File: config.mk
export PLATFORM = sky130hd
export DESIGN_NAME = sseg_bin2bcd
export DESIGN_NICKNAME = d
export VERILOG_FILES = /design/src/rtl/sseg_pkg.sv /design/src/rtl/sseg_bin2bcd_add3.sv /design/src/rtl/sseg_bin2bcd.sv
export SDC_FILE = /design/constraint.sdc
export NUM_CORES = 1
export LEC_CHECK = 0
export ABC_AREA = 0
export CAP_MARGIN = 15
export CORE_MARGIN = 10
export CORE_UTILIZATION = 40
export CTS_CLUSTER_SIZE = 28
export DETAILED_ROUTE_END_ITERATION = 12
export PLACE_DENSITY_LB_ADDON = 0.1
export SLEW_MARGIN = 30
export SYNTH_ARGS = -nofsm -noshare
export SYNTH_HDL_FRONTEND = slang
export SYNTH_SLANG_ARGS = --single-unit
File: constraint.sdc
create_clock -name clk -period 1.65 [get_ports clk]
set_input_delay 0.165 -clock clk [delete_from_list [all_inputs] [get_ports clk]]
set_output_delay 0.165 -clock clk [all_outputs]
set_load 0.02 [all_outputs]
File: src/rtl/sseg_pkg.sv
// Shared definitions for the seven-segment display path: digit count,
// overflow glyph, converter FSM encoding and segment codes used by the driver.
package sseg_pkg;

  // Default number of displayed BCD digits
  localparam int DIGITS_DEF = 8;

  // Digit value shown in every position when the count does not fit
  localparam logic [3:0] BCD_OVF_DIGIT = 4'hE;

  // Binary-to-BCD converter states
  typedef enum logic [1:0] {
    ST_IDLE  = 2'd0,
    ST_SHIFT = 2'd1,
    ST_DONE  = 2'd2
  } conv_state_t;

  // Segment codes, bit order {g,f,e,d,c,b,a}, active high
  localparam logic [6:0] SEG_BLANK = 7'h00;
  localparam logic [6:0] SEG_E     = 7'h79;
  localparam logic [6:0] SEG_DASH  = 7'h40;

  // Segment pattern for one BCD digit; anything outside 0-9 and E is blanked
  function automatic logic [6:0] seg_decode(input logic [3:0] digit);
    logic [6:0] seg;
    case (digit)
      4'h0:    seg = 7'h3F;
      4'h1:    seg = 7'h06;
      4'h2:    seg = 7'h5B;
      4'h3:    seg = 7'h4F;
      4'h4:    seg = 7'h66;
      4'h5:    seg = 7'h6D;
      4'h6:    seg = 7'h7D;
      4'h7:    seg = 7'h07;
      4'h8:    seg = 7'h7F;
      4'h9:    seg = 7'h6F;
      4'hE:    seg = SEG_E;
      default: seg = SEG_BLANK;
    endcase
    return seg;
  endfunction

endpackage

File: src/rtl/sseg_bin2bcd_add3.sv
// Double-dabble digit correction: a BCD digit of 5 or more gets +3 before the
// shift so that doubling carries correctly into the next digit.
module bcd_add3
  import sseg_pkg::*;
(
  input  logic [3:0] din,
  output logic [3:0] dout
);

  // Pure 4-bit correction; no carry leaves the digit
  always_comb begin
    dout = din;
    if (din >= 4'd5) dout = din + 4'd3;
  end

endmodule

File: src/rtl/sseg_bin2bcd.sv
// Sequential binary-to-BCD converter, one input bit per clock, feeding the
// 8-digit seven-segment driver. Outputs only change on the completion edge so
// the display never shows a partially converted value.
module sseg_bin2bcd
  import sseg_pkg::*;
#(
  parameter int IN_W   = 27,
  parameter int DIGITS = DIGITS_DEF
) (
  input  logic                  clk,
  input  logic                  rst_n,
  input  logic                  start,
  input  logic [IN_W-1:0]       bin,
  output logic                  busy,
  output logic                  done,
  output logic [4*DIGITS-1:0]   bcd,
  output logic [DIGITS-1:0]     nz,
  output logic                  ovf
);

  localparam int BCD_W = 4 * DIGITS;
  localparam int CNT_W = (IN_W > 1) ? $clog2(IN_W) : 1;

  // Largest displayable value, clipped to 2^IN_W when the input can never
  // reach 10^DIGITS. Worked out with spare bits so nothing truncates.
  function automatic logic [IN_W:0] calc_limit();
    logic [IN_W+4:0] p;
    logic [IN_W+4:0] top;
    top = (IN_W+5)'(1) << IN_W;
    p   = (IN_W+5)'(1);
    for (int d = 0; d < DIGITS; d++) begin
      if (p <= top) p = p * (IN_W+5)'(10);
    end
    p = p - (IN_W+5)'(1);
    if (p > top) p = top;
    return p[IN_W:0];
  endfunction

  localparam logic [IN_W:0] BCD_MAX = calc_limit();

  conv_state_t        state_reg, state_next;
  logic [IN_W-1:0]    sh_reg, sh_next;
  logic [BCD_W-1:0]   acc_reg, acc_next;
  logic [BCD_W-1:0]   acc_adj;
  logic [CNT_W-1:0]   cnt_reg, cnt_next;
  logic               pend_ovf_reg, pend_ovf_next;
  logic               out_load;

  logic [BCD_W-1:0]   bcd_reg;
  logic [DIGITS-1:0]  nz_reg;
  logic               ovf_reg;
  logic               done_reg;
  logic [BCD_W-1:0]   bcd_next;
  logic [DIGITS-1:0]  nz_next;

  // Per-digit +3 correction on the pre-shift accumulator, all digits in parallel
  genvar gi;
  generate
    for (gi = 0; gi < DIGITS; gi++) begin : g_add3
      bcd_add3 u_add3 (
        .din  (acc_reg[4*gi +: 4]),
        .dout (acc_adj[4*gi +: 4])
      );
    end
  endgenerate

  // Value presented at completion: overflow glyph or the converted digits
  assign bcd_next = pend_ovf_reg ? {DIGITS{BCD_OVF_DIGIT}} : acc_reg;

  // Significant-digit mask: a digit is lit if it or any higher digit is nonzero
  generate
    for (gi = 0; gi < DIGITS; gi++) begin : g_nz
      if (gi == 0) begin : g_lsd
        assign nz_next[gi] = 1'b1;
      end else begin : g_hi
        assign nz_next[gi] = |bcd_next[BCD_W-1:4*gi];
      end
    end
  endgenerate

  // Next-state, datapath and output-load decode
  always_comb begin
    state_next    = state_reg;
    sh_next       = sh_reg;
    acc_next      = acc_reg;
    cnt_next      = cnt_reg;
    pend_ovf_next = pend_ovf_reg;
    out_load      = 1'b0;
    case (state_reg)
      ST_IDLE: begin
        if (start) begin
          sh_next       = bin;
          acc_next      = '0;
          cnt_next      = CNT_W'(IN_W - 1);
          pend_ovf_next = ({1'b0, bin} > BCD_MAX);
          state_next    = ST_SHIFT;
        end
      end
      ST_SHIFT: begin
        {acc_next, sh_next} = {acc_adj, sh_reg} << 1;
        if (cnt_reg == '0) begin
          state_next = ST_DONE;
        end else begin
          cnt_next = cnt_reg - CNT_W'(1);
        end
      end
      ST_DONE: begin
        out_load   = 1'b1;
        state_next = ST_IDLE;
      end
      default: state_next = ST_IDLE;
    endcase
  end

  // State, datapath and held output registers
  always_ff @(posedge clk) begin
    if (!rst_n) begin
      state_reg    <= ST_IDLE;
      sh_reg       <= '0;
      acc_reg      <= '0;
      cnt_reg      <= '0;
      pend_ovf_reg <= 1'b0;
      bcd_reg      <= '0;
      nz_reg       <= {{(DIGITS-1){1'b0}}, 1'b1};
      ovf_reg      <= 1'b0;
      done_reg     <= 1'b0;
    end else begin
      state_reg    <= state_next;
      sh_reg       <= sh_next;
      acc_reg      <= acc_next;
      cnt_reg      <= cnt_next;
      pend_ovf_reg <= pend_ovf_next;
      done_reg     <= out_load;
      if (out_load) begin
        bcd_reg <= bcd_next;
        nz_reg  <= nz_next;
        ovf_reg <= pend_ovf_reg;
      end
    end
  end

  assign busy = (state_reg != ST_IDLE);
  assign done = done_reg;
  assign bcd  = bcd_reg;
  assign nz   = nz_reg;
  assign ovf  = ovf_reg;

endmodule

After elaboration in Yosys (flattened, before gate mapping)
Index checks and enable logic that the tools add are counted.
{ "totals": {"out_inout_bits": 43, "in_bits": 30, "register_bits": 108, "word_cells": 67} }
{ "classes": {"mux": 20, "order_cmp": 9, "n_addsub": 9, "n_eq_ne": 5, "n_reduce_logical": 15} }
{ "ops": {"columns": ["cell", "count"], "rows": [
  ["2-to-1 mux 32 bit", 2],
  ["case mux 32 bit (2 select lines)", 1],
  ["case mux 27 bit (2 select lines)", 1],
  ["greater-or-equal comparator 4 x 3 -> 1 bit (second input constant)", 8],
  ["adder 4 x 2 -> 4 bit (second input constant)", 7],
  ["2-to-1 mux 4 bit", 7],
  ["OR reduction 28 bit", 1],
  ["greater-than comparator 27 bit (second input constant)", 1],
  ["2-to-1 mux 27 bit", 1],
  ["OR reduction 24 bit", 1],
  ["OR reduction 20 bit", 1],
  ["OR reduction 16 bit", 1],
  ["OR reduction 12 bit", 1],
  ["2-to-1 mux 5 bit", 2],
  ["case mux 5 bit (2 select lines)", 1],
  ["OR reduction 8 bit", 1],
  ["inequality test 2 bit (second input constant)", 3],
  ["AND reduction 2 bit", 3],
  ["logical NOT 5 bit", 1],
  ["subtractor 5 x 1 -> 5 bit (second input constant)", 1],
  ["2-to-1 mux 2 bit", 2],
  ["case mux 2 bit (2 select lines)", 1],
  ["nonzero test 2 bit", 2],
  ["OR reduction 4 bit", 1],
  ["other kinds (7)", 7]
]} }

Logic depth before layout (Yosys ltp)
Gate-level depths: netlist of run 1.
{ "depth": {"depth_word": 3, "depth_mapped": 7, "mapped_depth_nobuf": 7} }

Modules after synthesis
From an unflattened synthesis of run 1, not the netlist that was laid out.
{ "unflattened": {"cells_unflattened": 577, "area_unflattened_um2": 4963.5} }
{ "modules_own_cells": {"columns": ["module", "area_per_inst_um2", "instances", "cells_each", "seq_area_each_um2"], "rows": [
  ["sseg_bin2bcd", 4152.7, 1, 449, 2162.1],
  ["bcd_add3", 101.3, 8, 16, 0.0]
]} }

Worst setup path after synthesis of run 1
OpenSTA, ideal clock, no wires.
{ "synth_timing": {"kind": "reg-to-reg", "start": "register pend_ovf_reg", "end": "register nz_reg[2] (netlist: nz[2])", "path_stages_with_launch": 7, "setup_time_ps": 136, "t_arrival_ps": 1479, "path_buffers": 1, "period_less_slack_ps": 1614, "required_time_ps": 1514, "slack_ps": 36, "cell_sequence": "dfxtp_1 -> buf_6 -> or4_4 -> nor2_4 -> nand2_2 -> nor4_4 -> a31oi_1"} }
{ "synth_between": {"elab_chain_len": 2} }
{ "synth_lines": {"columns": ["item", "line", "text"], "rows": [
  ["from (decl)", "sseg_bin2bcd.sv:46", "logic pend_ovf_reg, pend_ovf_next;"],
  ["from (signal assigned)", "sseg_bin2bcd.sv:132", "pend_ovf_reg <= pend_ovf_next;"],
  ["2-to-1 mux 32 bit", "sseg_bin2bcd.sv:68", "assign bcd_next = pend_ovf_reg ? {DIGITS{BCD_OVF_DIGIT}} : acc_reg;"],
  ["OR reduction 24 bit", "sseg_bin2bcd.sv:76", "assign nz_next[gi] = |bcd_next[BCD_W-1:4*gi];"],
  ["to (signal assigned)", "sseg_bin2bcd.sv:124", "nz_reg <= {{(DIGITS-1){1'b0}}, 1'b1};"],
  ["to (signal assigned)", "sseg_bin2bcd.sv:136", "nz_reg <= nz_next;"],
  ["to (decl)", "sseg_bin2bcd.sv:50", "logic [DIGITS-1:0] nz_reg;"]
]} }
No other way between the ends.
A chain may end at the register's enable or synchronous reset.

Worst setup path in the final report of run 1
Same ends and word-level chain as after synthesis.

==> results.sh, run 1 <==
export IMPL_outcome="finished, final reports clean"
export IMPL_synth_ff_type="dfxtp_1"
export IMPL_crit_buf_inv=1
export IMPL_multi_input_area_sq_um=2576
export IMPL_crit_type="reg2reg"
export IMPL_clockRootBuffer="clkbuf_16"
export IMPL_rr_startpoint="pend_ovf_reg$_SDFFE_PN0P_"
export IMPL_crit_path_start_kind="register"
export IMPL_cts_buffers_inserted=9
export IMPL_place_inst=828
export IMPL_die_area_sq_um=17130
export IMPL_clock_latency_ns=0.36
export IMPL_drtIter0Drc=318
export IMPL_seq_area_sq_um=2171
export IMPL_die_w_um=130.9
export IMPL_min_delay_start="bin[11]"
export IMPL_cts_clk_slew_worst_paths_ns=0.07
export IMPL_setup_viol=0
export IMPL_avgSynthCellArea_sq_um=8.130
export IMPL_async_flop_share_pct=0
export IMPL_area_delta_synth_final_pct=31.70
export IMPL_yosys_warnings=0
export IMPL_synth_most_common_cell="dfxtp_1"
export IMPL_ys_top_cells_by_count="dfxtp_1 (108), nor2_1 (96), nand2_1 (75)"
export IMPL_synth_edf_count=0
export IMPL_dr_pass1_iters=4
export IMPL_grt_max_degree=53
export IMPL_stdcell_count=846
export IMPL_fin_tns_setup_ns=0
export IMPL_rows=40
export IMPL_fin_crit_ns=1.588
export IMPL_leakagePower_nw=2.419
export IMPL_yosysTopAreaCell="dfxtp_1"
export IMPL_synth_top_area_share_pct=43.96
export IMPL_h_tree_depth=3
export IMPL_fmax_mhz=629.6
export IMPL_die_h_um=130.9
export IMPL_cpPeakStageDelay_ns=0.44
export IMPL_synth_cell_types=44
export IMPL_finClkSkew_ns=0.005474
export IMPL_route_detailed_drc=0
export IMPL_cpLargestDelayFamily="simple AND/OR/NAND/NOR gates"
export IMPL_syn_num_nets=652
export IMPL_synth_cells=605
export IMPL_critPathCaptureType="register"
export IMPL_overflow=0
export IMPL_ys_seq_area_share_pct=43.96
export IMPL_fin_crit_sh_pct=96.26
export IMPL_synth_area_top_cells="dfxtp_1 (44%), nor2_1 (7.3%), nand2_1 (5.7%)"
export IMPL_num_antenna_cells=0
export IMPL_slowest_stage="or4_4"
export IMPL_drv_cap=0
export IMPL_holdBufCountCts=0
export IMPL_num_fill_cells=1161
export IMPL_power_density_nw_per_um2=928.7
export IMPL_wl_per_cell_um=16.04
export IMPL_required_ns=1.89
export IMPL_critPathArrivalTime_ns=1.82
export IMPL_drv_slew=0
export IMPL_p_total_w=0.006015
export IMPL_ir_drop_mv=0.5674
export IMPL_port_buffers=71
export IMPL_dp_hpwl_um=9309
export IMPL_whs_endpoint="sh_reg[11]$_SDFFE_PN0P_"
export IMPL_min_path_cells=3
export IMPL_layout_drive_gt1_share_pct=14.45
export IMPL_vias=4546
export IMPL_nets=741
export IMPL_final_hold_viol_count=0
export IMPL_antenna_found_initial=0
export IMPL_ios=73
export IMPL_cts_tree="built"
export IMPL_gp_congestion=0.8152
export IMPL_wl_um=13570
export IMPL_core_area_sq_um=12010
export IMPL_path_cells="buf_4, or4_4, nor4_4, a31oi_1"
export IMPL_crit_path_max_fanout=18
export IMPL_rrSetupSlack_ns=0.06
export IMPL_clk_path_buf_depth=2
export IMPL_viasPerCell=5.374
export IMPL_grt_pass1_wl_um=22250
export IMPL_r2r_cells=4
export IMPL_post_route_util_pct=53.93
export IMPL_syn_cell_area_sq_um=4918
export IMPL_r2r_end="nz[2]$_SDFFE_PN0P_"
export IMPL_hold_class="in2reg"
export IMPL_grt_pass1_vias=4506
export IMPL_synth_seq_cells=108
export IMPL_initial_utilization_pct=40.95
export IMPL_postRouteAntennaNets=0
export IMPL_grt_usage_pct=16.22
export IMPL_clkSinkCount=108
-- logic make-up (layout without fill, tap and decap cells) --
family / after synthesis / count (layout) / share of synthesized area [%]
flops: 108 / 108 / 43.96
buf+inv: 65 / 159 / 5.317
other cells: 1 / 1 / 0.07624
compound gates: 124 / 124 / 17.07
mux: 8 / 8 / 1.806
xor+xnor: 17 / 17 / 3.027
simple gates: 265 / 265 / 24.42
fa+ha+maj: 17 / 17 / 4.325
-- layer usage --
| metal | up-vias | part of all wire [%] | track usage, % |
|---|---|---|---|
| li1 | 2283 | - | - |
| met1 | 2180 | 47 | 20.59 |
| met2 | 75 | 46 | 25.75 |
| met3 | 8 | 5.7 | 5.157 |
| met4 | 0 | 1.0 | 4.840 |
| met5 | - | 0 | 0 |
-- worst max path at each step --
stage,from,depth (start not counted),endpoint,slack [ns]
after floorplan,pend_ovf_reg$_SDFFE_PN0P_,6,nz[2]$_SDFFE_PN0P_,0.04
after global placement,bin[10],7,pend_ovf_reg$_SDFFE_PN0P_,0.007
after detailed placement,bin[18],7,pend_ovf_reg$_SDFFE_PN0P_,-0.04
final,pend_ovf_reg$_SDFFE_PN0P_,4,nz[2]$_SDFFE_PN0P_,0.06
after global routing,acc_reg[1]$_SDFFE_PN0P_,7,acc_reg[2]$_SDFFE_PN0P_,-0.02
after CTS,acc_reg[25]$_SDFFE_PN0P_,7,acc_reg[26]$_SDFFE_PN0P_,0.0007
-- layout make-up --
cell class,count,share of cell area (%)
clock inverters,4,0.3863
clock buffers,12,3.805
flip-flops and latches,108,33.51
inverters,20,1.159
repair buffers,123,18.52
multi-input cells,432,39.77
well taps,147,2.839
-- metrics by stage --
stage	hold slack [ns]	cell area, sq um	setup slack, ns
CTS	0.4068	6404	0.0007154
floorplan	0.3133	4918	0.03551
global route	0.4347	6477	-0.01974
detailed placement	0.4438	6126	-0.03826
finish	0.4134	6477	0.06167
global placement	0.4431	6126	0.007240
-- worst min-delay path: cells and delay by family --
family	cells	cell delay, ns
buffers and inverters	1	0.42
AOI/OAI and AO/OA	1	0.08
and+or+nand+nor	1	0.06
-- report_power, final --
part | internal [W] | switching (W) | leakage [nW]
Clock | 0.00106 | 0.000955 | 0.129
Sequential | 0.00276 | 0.0000963 | 0.883
Combinational | 0.000492 | 0.000648 | 1.41
Total | 0.00432 | 0.00170 | 2.42
-- cells in the final DEF, fill, tap and decap left out, types with 10 or more instances in the layout --
cell type | netlist | layout
clkdlybuf4s50_1 | 0 | 70
a21oi_1 | 34 | 25
buf_4 | 1 | 44
nand2_1 | 75 | 75
a311oi_1 | 26 | 26
or3_1 | 10 | 10
a22oi_1 | 11 | 11
nor2_1 | 96 | 95
nor3_1 | 48 | 48
o21ai_0 | 21 | 21
ha_1 | 17 | 15
dfxtp_1 | 108 | 101
inv_1 | 19 | 19
-- what timing repair did --
action,CTS,global route
endpoints found under the setup margin,3,19
gates resized for setup,3,20
setup buffers,0,2
pin swaps,0,5
(Power assumes the default switching activity.)
==> inputs of run 2 (changes only) <==
Settings changed: CELL_PAD_IN_SITES_DETAIL_PLACEMENT from default to 1, CELL_PAD_IN_SITES_GLOBAL_PLACEMENT from default to 2, CORE_UTILIZATION 40 to 35, CTS_BUF_LIST from default to sky130_fd_sc_hd__clkbuf_4 sky130_fd_sc_hd__clkbuf_8, DONT_BUFFER_PORTS from default to 1.
==> results.sh, run 2 (synthesis results as in run 1) <==
export IMPL_postPlaceCellArea_sq_um=5379
export IMPL_wl_um=15230
export IMPL_fin_crit_ns=1.587
export IMPL_postRouteAntennaNets=0
export IMPL_crit_type="reg2reg"
export IMPL_rsz0062_at_grt="yes"
export IMPL_core_area_sq_um=13830
export IMPL_layout_drive_gt1_share_pct=15.82
export IMPL_grt_pass1_vias=4722
export IMPL_required_ns=1.92
export IMPL_grt_max_degree=54
export IMPL_nets=696
export IMPL_die_h_um=138.5
export IMPL_slowest_stage="or4_4"
export IMPL_clkSinkCount=108
export IMPL_cts_tree="built"
export IMPL_area_delta_synth_final_pct=20.68
export IMPL_cpPeakStageDelay_ns=0.52
export IMPL_overflow=0
export IMPL_num_antenna_cells=0
export IMPL_gp_congestion=0.7864
export IMPL_switching_power_w=0.001634
export IMPL_hold_class="in2reg"
export IMPL_dp_hpwl_um=10280
export IMPL_worstMarginPinSlew_ns=0.5333
export IMPL_wl_per_cell_um=18.32
export IMPL_antenna_found_initial=0
export IMPL_critPathCaptureType="register"
export IMPL_hold_slack_ns=0.02281
export IMPL_critPathArrivalTime_ns=1.85
export IMPL_p_comb_share_pct=18.3
export IMPL_viasPerCell=5.331
export IMPL_clock_latency_ns=0.39
export IMPL_fin_area_sq_um=5936
export IMPL_drtIter0Drc=170
export IMPL_outcome="finished, final reports clean"
export IMPL_p_total_w=0.005512
export IMPL_post_route_util_pct=42.93
export IMPL_ir_drop_mv=0.4220
export IMPL_cts_buffers_inserted=9
export IMPL_crit_path_start_kind="register"
export IMPL_grt_pass1_wl_um=25100
export IMPL_drv_slew=0
export IMPL_port_buffers=0
export IMPL_setup_viol=0
export IMPL_seq_power_share_pct=52.8
export IMPL_grt_usage_pct=15.82
export IMPL_final_cell_mix="dfxtp_1 (97), nor2_1 (94), nand2_1 (75)"
export IMPL_ios=73
export IMPL_path_cells="buf_4, or4_4, nor4_4, a31oi_1"
export IMPL_die_w_um=138.5
export IMPL_p_sw_share_pct=29.65
export IMPL_clockRootBuffer="clkbuf_8"
export IMPL_h_tree_depth=3
export IMPL_max_slew_margin_rel_pct=64.45
export IMPL_drv_cap=0
export IMPL_finClkSkew_ns=0.007910
export IMPL_vias=4430
export IMPL_cpLargestDelayFamily="simple AND/OR/NAND/NOR gates"
export IMPL_power_density_nw_per_um2=928.6
export IMPL_clk_path_buf_depth=2
export IMPL_clkPwrFrac_pct=28.9
export IMPL_final_hold_viol_count=0
export IMPL_route_detailed_drc=0
export IMPL_fin_crit_sh_pct=96.18
export IMPL_leakagePower_nw=2.198
export IMPL_fmax_mhz=630.1
export IMPL_cts_clk_slew_worst_paths_ns=0.10
export IMPL_initial_utilization_pct=35.57
export IMPL_dr_pass1_iters=4
export IMPL_fin_tns_setup_ns=0
export IMPL_die_area_sq_um=19190
export IMPL_rrSetupSlack_ns=0.06
export IMPL_intPower_w=0.003878
export IMPL_layout_commonest_cell="dfxtp_1"
export IMPL_crit_path_max_fanout=4
export IMPL_rows=43
export IMPL_crit_buf_inv=1
## run 2: area by class of cell
| type | count | area [sq um] |
|---|---|---|
| Fill cell | 1644 | 7891 |
| Multi-Input combinational cell | 432 | 2577 |
| Sequential cell | 108 | 2176 |
| Timing Repair Buffer | 78 | 704.4 |
| Tap cell | 180 | 225.2 |
| Clock buffer | 10 | 137.6 |
| Inverter | 20 | 75.07 |
| Clock inverter | 3 | 40.04 |
## run 2: final timing paths
| check | cells after the start | endpoint | start |
|---|---|---|---|
| max | 4 | nz[3]$_SDFFE_PN0P_ | acc_reg[17]$_SDFFE_PN0P_ |
| min | 2 | cnt_reg[3]$_SDFFE_PN0P_ | start |
| max reg2reg | 4 | nz[3]$_SDFFE_PN0P_ | acc_reg[17]$_SDFFE_PN0P_ |
| min reg2reg | 2 | sh_reg[21]$_SDFFE_PN0P_ | sh_reg[20]$_SDFFE_PN0P_ |
## run 2: per-stage QoR
step / setup slack (ns) / instances
after floorplan: 0.03551 / 605
after global placement: 0.05344 / 788
after detailed placement: -0.01784 / 788
after CTS: 0.01959 / 829
after global routing: -0.03343 / 831
final: 0.06297 / 831
## run 2: repair_timing
item / in CTS / in global routing
endpoints found under the hold margin: 34 / 0
endpoints found under the setup margin: 6 / 45
pin swaps: 1 / 5
gates resized for setup: 2 / 27
hold buffers: 28 / 0
buffers inserted: 0 / 2
## run 2: power by group through the flow
stage               Sequential (W)  Clock (W)  Combinational (W)
floorplan                  0.00294          0           0.000609
global placement           0.00296          0           0.000898
CTS                        0.00291    0.00168           0.000990
global route               0.00293    0.00177            0.00113
finish                     0.00291    0.00159            0.00101
detailed placement         0.00297          0           0.000923
## run 2: per-layer routing
| layer | wire (um) | up-vias | track usage [%] |
|---|---|---|---|
| met4 | 174 | 0 | 4.162 |
| met3 | 993 | 11 | 5.548 |
| met5 | 0 | - | 0 |
| li1 | - | 2186 | - |
| met1 | 6699 | 2141 | 18.48 |
| met2 | 7359 | 92 | 26.86 |
